**src/rtl/fir_mac_accum.sv**
```systemverilog
// fir_mac_accum
//   Tap accumulator that sits after the registered signed multiplier in the
//   FIR datapath. It sums NUM_TAPS valid products, then rounds (half up),
//   arithmetically shifts by SHIFT and saturates to OUT_WIDTH. The result is
//   held in a one-entry valid/ready output register.
//
// Ports
//   clk_i, rst_i      clock, synchronous active-high reset
//   clear_i           frame abort: drop the partial sum, tap counter -> 0
//   product_i         signed product, PROD_WIDTH bits
//   product_valid_i   product_i valid; always accepted (no backpressure)
//   tap_index_o       index of the next product to be accepted
//   result_o          signed rounded/saturated sum, OUT_WIDTH bits
//   result_valid_o    result_o valid, held until result_ready_i
//   result_ready_i    downstream accept
//   sat_o             result_o was clipped (qualified by result_valid_o)
//   overrun_o         one-cycle pulse: an unaccepted result was overwritten
module fir_mac_accum #(
  parameter int PROD_WIDTH = 32,
  parameter int ACC_WIDTH  = 40,
  parameter int OUT_WIDTH  = 16,
  parameter int SHIFT      = 15,
  parameter int NUM_TAPS   = 16
) (
  input  logic                                              clk_i,
  input  logic                                              rst_i,
  input  logic                                              clear_i,
  input  logic [PROD_WIDTH-1:0]                             product_i,
  input  logic                                              product_valid_i,
  output logic [((NUM_TAPS > 1) ? $clog2(NUM_TAPS) : 1)-1:0] tap_index_o,
  output logic [OUT_WIDTH-1:0]                              result_o,
  output logic                                              result_valid_o,
  input  logic                                              result_ready_i,
  output logic                                              sat_o,
  output logic                                              overrun_o
);

  localparam int TAP_W = (NUM_TAPS > 1) ? $clog2(NUM_TAPS) : 1;
  localparam logic [TAP_W-1:0] LAST_TAP = TAP_W'(NUM_TAPS - 1);
  // 2^(SHIFT-1), or 0 when SHIFT==0 (the 1 is shifted back out).
  localparam logic signed [ACC_WIDTH:0] RND = ((ACC_WIDTH + 1)'(1) << SHIFT) >> 1;

  logic signed [ACC_WIDTH-1:0] acc_q, acc_d;
  logic [TAP_W-1:0]            cnt_q, cnt_d;
  logic [OUT_WIDTH-1:0]        res_q, res_d;
  logic                        sat_q, sat_d;
  logic                        vld_q, vld_d;
  logic                        ovr_q, ovr_d;

  logic signed [PROD_WIDTH-1:0] prod_s;
  logic signed [ACC_WIDTH-1:0]  prod_ext;
  logic signed [ACC_WIDTH-1:0]  total;
  logic signed [ACC_WIDTH:0]    rnd;
  logic signed [ACC_WIDTH:0]    q;
  logic [ACC_WIDTH-OUT_WIDTH+1:0] q_hi;
  logic                         accept, done, xfer, in_range;
  logic [OUT_WIDTH-1:0]         res_new;

  assign prod_s   = product_i;
  assign prod_ext = ACC_WIDTH'(prod_s);

  // Tap 0 loads rather than adds, so no separate clear of acc is needed
  // between frames.
  assign total = ((cnt_q == '0) ? '0 : acc_q) + prod_ext;

  // One extra bit so the rounding constant cannot wrap a near-max total.
  assign rnd = {total[ACC_WIDTH-1], total} + RND;
  assign q   = rnd >>> SHIFT;

  // q fits OUT_WIDTH iff all bits from the OUT_WIDTH sign bit upward agree.
  assign q_hi     = q[ACC_WIDTH:OUT_WIDTH-1];
  assign in_range = (&q_hi) | ~(|q_hi);
  assign res_new  = in_range ? q[OUT_WIDTH-1:0]
                  : (q[ACC_WIDTH] ? {1'b1, {(OUT_WIDTH-1){1'b0}}}
                                  : {1'b0, {(OUT_WIDTH-1){1'b1}}});

  assign accept = product_valid_i & ~clear_i;
  assign done   = accept & (cnt_q == LAST_TAP);
  assign xfer   = vld_q & result_ready_i;

  always_comb begin
    acc_d = acc_q;
    cnt_d = cnt_q;
    res_d = res_q;
    sat_d = sat_q;
    vld_d = vld_q;
    ovr_d = 1'b0;
    if (clear_i) begin
      acc_d = '0;
      cnt_d = '0;
    end else if (product_valid_i) begin
      acc_d = total;
      cnt_d = (cnt_q == LAST_TAP) ? '0 : cnt_q + TAP_W'(1);
    end
    if (done) begin
      res_d = res_new;
      sat_d = ~in_range;
      vld_d = 1'b1;
      ovr_d = vld_q & ~result_ready_i;
    end else if (xfer) begin
      vld_d = 1'b0;
    end
  end

  always_ff @(posedge clk_i) begin
    if (rst_i) begin
      acc_q <= '0;
      cnt_q <= '0;
      res_q <= '0;
      sat_q <= 1'b0;
      vld_q <= 1'b0;
      ovr_q <= 1'b0;
    end else begin
      acc_q <= acc_d;
      cnt_q <= cnt_d;
      res_q <= res_d;
      sat_q <= sat_d;
      vld_q <= vld_d;
      ovr_q <= ovr_d;
    end
  end

  assign tap_index_o    = cnt_q;
  assign result_o       = res_q;
  assign result_valid_o = vld_q;
  assign sat_o          = sat_q;
  assign overrun_o      = ovr_q;

endmodule

```
**config.mk**
```make
export PLATFORM = sky130hd
export DESIGN_NAME = fir_mac_accum
export DESIGN_NICKNAME = d
export VERILOG_FILES = /design/src/rtl/fir_mac_accum.sv
export SDC_FILE = /design/constraint.sdc
export NUM_CORES = 1
export LEC_CHECK = 0
export ABC_AREA = 1
export BUFFER_PORTS_ARGS = -buffer_cell sky130_fd_sc_hd__buf_2
export CORE_UTILIZATION = 55
export DETAILED_ROUTE_END_ITERATION = 10
export PLACE_DENSITY = 0.74
export RECOVER_POWER = 50
export SETUP_SLACK_MARGIN = 0.5
export SYNTH_ARGS = -nofsm -noshare
export SYNTH_HDL_FRONTEND = slang
export SYNTH_SLANG_ARGS = --single-unit
```
**constraint.sdc**
```tcl
create_clock -name clk_i -period 4.82 [get_ports clk_i]
set_clock_uncertainty 0.15 [all_clocks]
set_input_delay 0.964 -clock clk_i [delete_from_list [all_inputs] [get_ports clk_i]]
set_output_delay 0.964 -clock clk_i [all_outputs]
set_load 0.02 [all_outputs]
```
-- Word level (Yosys, flattened, before mapping)
Cells that the tools add are included.
- bits in registers: 63
- bits in latches: 0
- memory bits (writable): 0
- bits in read-only memories: 0
- memories: 0
- add/sub/neg operators: 3
- $mul: 0
- div/mod/pow operators: 0
- magnitude comparators: 0
- eq/ne operators: 1
- shifts and indexed selects: 0
- mux-type cells: 6
- bitwise operators: 10
- reduce and logical (&&, ||, !) cells: 6
- operator list (cell ; number):
    $add A40 B16 Y41 const B ; 1
    $add A40 B40 Y40 ; 1
    $mux W40 ; 1
    $mux W16 ; 2
    $reduce_and A11 Y1 ; 1
    $reduce_or A11 Y1 ; 1
    $not A1 Y1 ; 5
    $add A4 B1 Y4 const B ; 1
    $and A1 B1 Y1 ; 4
    $eq A4 B4 Y1 const B ; 1
    $logic_not A4 Y1 ; 1
    $mux W4 ; 1
    $reduce_or A2 Y1 ; 2
    $mux W1 ; 2
    $reduce_bool A2 Y1 ; 1
    $or A1 B1 Y1 ; 1

-- Depth between registers and ports, before layout
- word-level depth: 8
- gate-level depth with buffers: 34
- depth with buffers taken out: 32

-- Least setup slack after synthesis
Ideal clock, no wire load.
- path kind: register to register
- from: register cnt_q[1], in the netlist tap_index_o[1]
- to: register res_q[10], in the netlist result_o[10]
- library setup time: 122 ps
- arrival: 4086 ps
- data required time: 4548 ps
- slack: 462 ps
- stages on the path, launching flop included: 33
- buffers on the path: 3
- clock period less this slack: 4358 ps
- cells stage by stage: dfxtp_1 -> inv_1 -> ha_1 -> nand3_1 -> inv_1 -> clkbuf_1 -> buf_1 -> nor2_1 -> ha_1 -> nand2_2 -> nor2_2 -> nand2_2 -> inv_1 -> nand2_1 -> nand2_2 -> xor2_2 -> ha_1 -> inv_1 -> nor2_2 -> nand2_1 -> nor2_1 -> nand2_2 -> nor2_8 -> nand4_1 -> nand2_1 -> nand2_1 -> nor2_2 -> nand3_2 -> nand2_1 -> nand2_1 -> inv_2 -> buf_6 -> a21oi_2
- cells in the longest elaborated chain, start to end: 8
- ends and longest elaborated chain (element ; RTL line ; RTL):
    start: declaration ; 44 ; logic [TAP_W-1:0] cnt_q, cnt_d;
    start signal: assignment ; 115 ; cnt_q <= cnt_d;
    $logic_not A4 Y1 (*) ; 64 ; assign total = ((cnt_q == '0) ? '0 : acc_q) + prod_ext;
    $mux W40 (*) ; 64 ;
    $add A40 B40 Y40 (*) ; 64 ;
    via total[15] ; 52 ; logic signed [ACC_WIDTH-1:0] total;
    $add A40 B16 Y41 (*) ; 67 ; assign rnd = {total[ACC_WIDTH-1], total} + RND;
    $reduce_or A11 Y1 ; 72 ; assign in_range = (&q_hi) | ~(|q_hi);
    $not A1 Y1 ; 72 ;
    $or A1 B1 Y1 ; 72 ;
    $mux W16 (*) ; 73 ; assign res_new = in_range ? q[OUT_WIDTH-1:0]
    end signal: assignment ; 116 ; res_q <= res_d;
    end: declaration ; 45 ; logic [OUT_WIDTH-1:0] res_q, res_d;
The timed path passes the listed nets; every way through them passes the cells marked *.
A chain may end at the register's enable or synchronous reset.

-- Worst setup path in the final report
- from: register cnt_q[0], in the netlist tap_index_o[0]
- to: register res_q[11], in the netlist result_o[11]
- cells in the longest elaborated chain, start to end: 8
- ends and longest elaborated chain (element ; RTL line):
    $logic_not A4 Y1 ; 64
    $mux W40 ; 64
    $add A40 B40 Y40 ; 64
    $add A40 B16 Y41 ; 67
    $reduce_or A11 Y1 ; 72
    $not A1 Y1 ; 72
    $or A1 B1 Y1 ; 72
    $mux W16 ; 73
Parallel ways exist; a longest one is shown, timed or not.

==> impl_metrics.env <==
export IMPL_outcome="finished with violations"
export IMPL_violations="capacitance limit, slew limit"
export IMPL_num_vias=8925
export IMPL_coreArea_sq_um=13200
export IMPL_n_antenna_cell=0
export IMPL_initial_utilization=0.563
export IMPL_cts_htree_levels=3
export IMPL_fp_dieH_microns=118
export IMPL_die_w_microns=118
export IMPL_yosys_register_bits=63
export IMPL_fin_crit_sh=0.895
export IMPL_cts_tree="built"
export IMPL_vias_per_cell=5.41
export IMPL_yosysUniqueCellTypes=38
export IMPL_clk_path_buf_depth=2
export IMPL_die_area_sq_um=14000
export IMPL_cts_sinks=63
export IMPL_drive_gt1_frac=0.318
export IMPL_syn_avg_cell_area_sq_um=5.51
export IMPL_dp_hpwl_microns=18900
export IMPL_synth_top_family_by_area="simple AND/OR/NAND/NOR gates"
export IMPL_grt_max_degree=75
export IMPL_ant_nets=0
export IMPL_muxShareOfSynthArea=0
export IMPL_grtUsageTotal=0.348
export IMPL_ir_worst_vdd_uv=140
export IMPL_drt_total_wl_microns=26800
export IMPL_path_class="flip-flop to flip-flop"
export IMPL_rsz0062_at_grt="true"
export IMPL_cts_buffers=9
export IMPL_r2r_start="tap_index_o[0]"
export IMPL_clk_pin_slew_ns=0.06
export IMPL_finish_instance_area_sq_um=10100
export IMPL_hold_violations=0
export IMPL_cp_start_kind="flip-flop"
export IMPL_reg2regPathDepth=32
export IMPL_max_freq_ghz=0.232
export IMPL_min_delay_start="result_o[15]"
export IMPL_setup_viol=0
export IMPL_p_leak_nw=5.11
export IMPL_fin_nets=1548
export IMPL_yosysSeqAreaShare=0.169
export IMPL_syn_inst=1353
export IMPL_worstPathMaxFanout=8
export IMPL_power_density_nw_per_um2=180
export IMPL_slew_headroom=-0.360
export IMPL_hold_class="flip-flop to flip-flop"
export IMPL_place_congestion=0.989
export IMPL_placedInstanceArea_sq_um=8020
export IMPL_synthesis_nets=1433
export IMPL_tns_ns=0
export IMPL_first_pass_iters=7
export IMPL_r2r_slack_ns=0.50
export IMPL_hold_end="result_o[15]"
export IMPL_required_ns=4.90
export IMPL_clock_latency_ns=0.35
export IMPL_yosys_area_share_adder=0.0731
export IMPL_tightest_slew_ns=2.04
export IMPL_period_needed_ns=4.32
export IMPL_setup_ws_ns=0.504
export IMPL_cp_arrival_ns=4.39
export IMPL_synth_compound_area_frac=0.107
export IMPL_std_cell_rows=42
export IMPL_maxCapViolCount=1
export IMPL_slowest_stage="dfxtp_4"
export IMPL_gr_total_overflow=0
export IMPL_io_buffers=59
export IMPL_holdWs_ns=0.312
export IMPL_root_buffer="clkbuf_16"
export IMPL_yosys_warnings=0
export IMPL_grt_pass1_wl_microns=38200
export IMPL_wire_per_inst_microns=16.2
export IMPL_drc_errors=0
export IMPL_worstReg2RegEnd="result_o[11]"
export IMPL_synthXorXnorAreaFrac=0.0315
export IMPL_synthSimpleGateAreaFrac=0.467
export IMPL_syn_to_final_growth_pct=34.7
export IMPL_drt_iter0_markers=789
export IMPL_endpoint_kind="flip-flop"
export IMPL_ios=60
export IMPL_antenna_found_initial=1
export IMPL_maxSlewViolCount=75
export IMPL_cp_slowest_stage_delay_ns=0.36
export IMPL_synthesis_area_sq_um=7460
export IMPL_dp_slack_ns=-0.0520
export IMPL_grt_pass1_vias=7720
export IMPL_postCtsHoldBufs=0
export IMPL_worstHoldPathCells=2
[logic make-up after synthesis]
kind of cell               Yosys count
DFF                                 63
xor gates and xnor gates            26
and+or+nand+nor                    776
AOI/OAI and AO/OA                  150
adders and majority gates           43
buffers and inverters              295
[synth_stat cells, drive strengths merged]
cell type	number	area, sq um
o211ai	1	7.51
o21ai	59	295
nor4	2	12.5
a21boi	1	7.51
o21bai	3	22.5
inv	268	1010
nand3b	6	45.0
xnor2	2	17.5
nor2b	1	6.26
xor2	24	218
nor3	5	30.0
ha	42	526
and2	1	6.26
clkinv	4	15.0
a21oi	86	468
buf	5	47.5
fa	1	20.0
nand3	80	460
nand2	487	1950
clkbuf	18	67.6
dfxtp	63	1260
nor2	164	773
nand4	30	200
[state kept, by name, summed over array words and instances (netlist names)]
register	count
result_o	16
tap_index_o	4
result_valid_o	1
overrun_o	1
sat_o	1
acc_q	40
[worst max-delay path by stage]
| stage | end | cells past startpoint | from |
|---|---|---|---|
| floorplan | result_o[10] | 33 | tap_index_o[0] |
| global placement | result_o[0] | 26 | tap_index_o[1] |
| detailed placement | result_o[3] | 26 | tap_index_o[1] |
| CTS | result_o[13] | 33 | tap_index_o[0] |
| global route | result_o[8] | 32 | tap_index_o[0] |
| finish | result_o[11] | 32 | tap_index_o[0] |
[metrics by stage]
| step | utilization | power, mW | std cells |
|---|---|---|---|
| final | 0.759 | 1.81 | 1649 |
| after global routing | 0.759 | 1.88 | 1649 |
| after CTS | 0.651 | 1.66 | 1615 |
| after detailed placement | 0.606 | 0.945 | 1584 |
| after global placement | 0.606 | 0.943 | 1584 |
| after floorplan | - | 0.826 | 1353 |
[where the power goes]
group | internal (mW) | leakage (nW) | switching, mW
Clock | 0.407 | 0.143 | 0.299
Combinational | 0.204 | 4.45 | 0.360
Sequential | 0.536 | 0.514 | 0.00487
[critical path, delay by kind of cell, from the launching register on]
kind / cells / cell delay, ns
and+or+nand+nor: 22 / 2.22
buffers and inverters: 7 / 0.97
adders and majority gates: 2 / 0.40
DFF: 1 / 0.36
AOI/OAI and AO/OA: 1 / 0.08
[cell usage in the layout (no fill, tap or decap), drive strengths merged, types with 24 or more instances in the layout]
cell type and instances:
a21oi 86, buf 98, clkbuf 36, dfxtp 63, ha 42, inv 272, nand2 488, nand3 80
nand4 30, nor2 164, o21ai 59, xor2 24
[timing repair]
| action | 4_1_cts | 5_1_grt |
|---|---|---|
| buffers inserted | 13 | 33 |
| endpoints found under the hold margin | 0 | 0 |
| setup endpoints to repair | 16 | 16 |
| pin swaps | 16 | 91 |
| cloned | 2 | 1 |
| gates resized for setup | 44 | 288 |
[cell type report]
cell class | instances | area, sq um
Timing Repair Buffer | 125 | 838
Timing Repair inverter | 1 | 7.51
Sequential cell | 63 | 1270
Multi-Input combinational cell | 996 | 6390
Inverter | 272 | 1020
Clock buffer | 9 | 225
Tap cell | 176 | 220
Fill cell | 1084 | 3190
Clock inverter | 7 | 80.1
[layer usage]
layer	up-vias	share of wire	GRT usage	wire [microns]
li1	4394	-	-	-
met5	-	0.00060	0	16
met3	112	0.068	0.0473	1810
met1	4049	0.40	0.430	10800
met2	368	0.47	0.579	12500
met4	2	0.059	0.197	1580
Note: power is estimated with default switching activity, not from simulation.
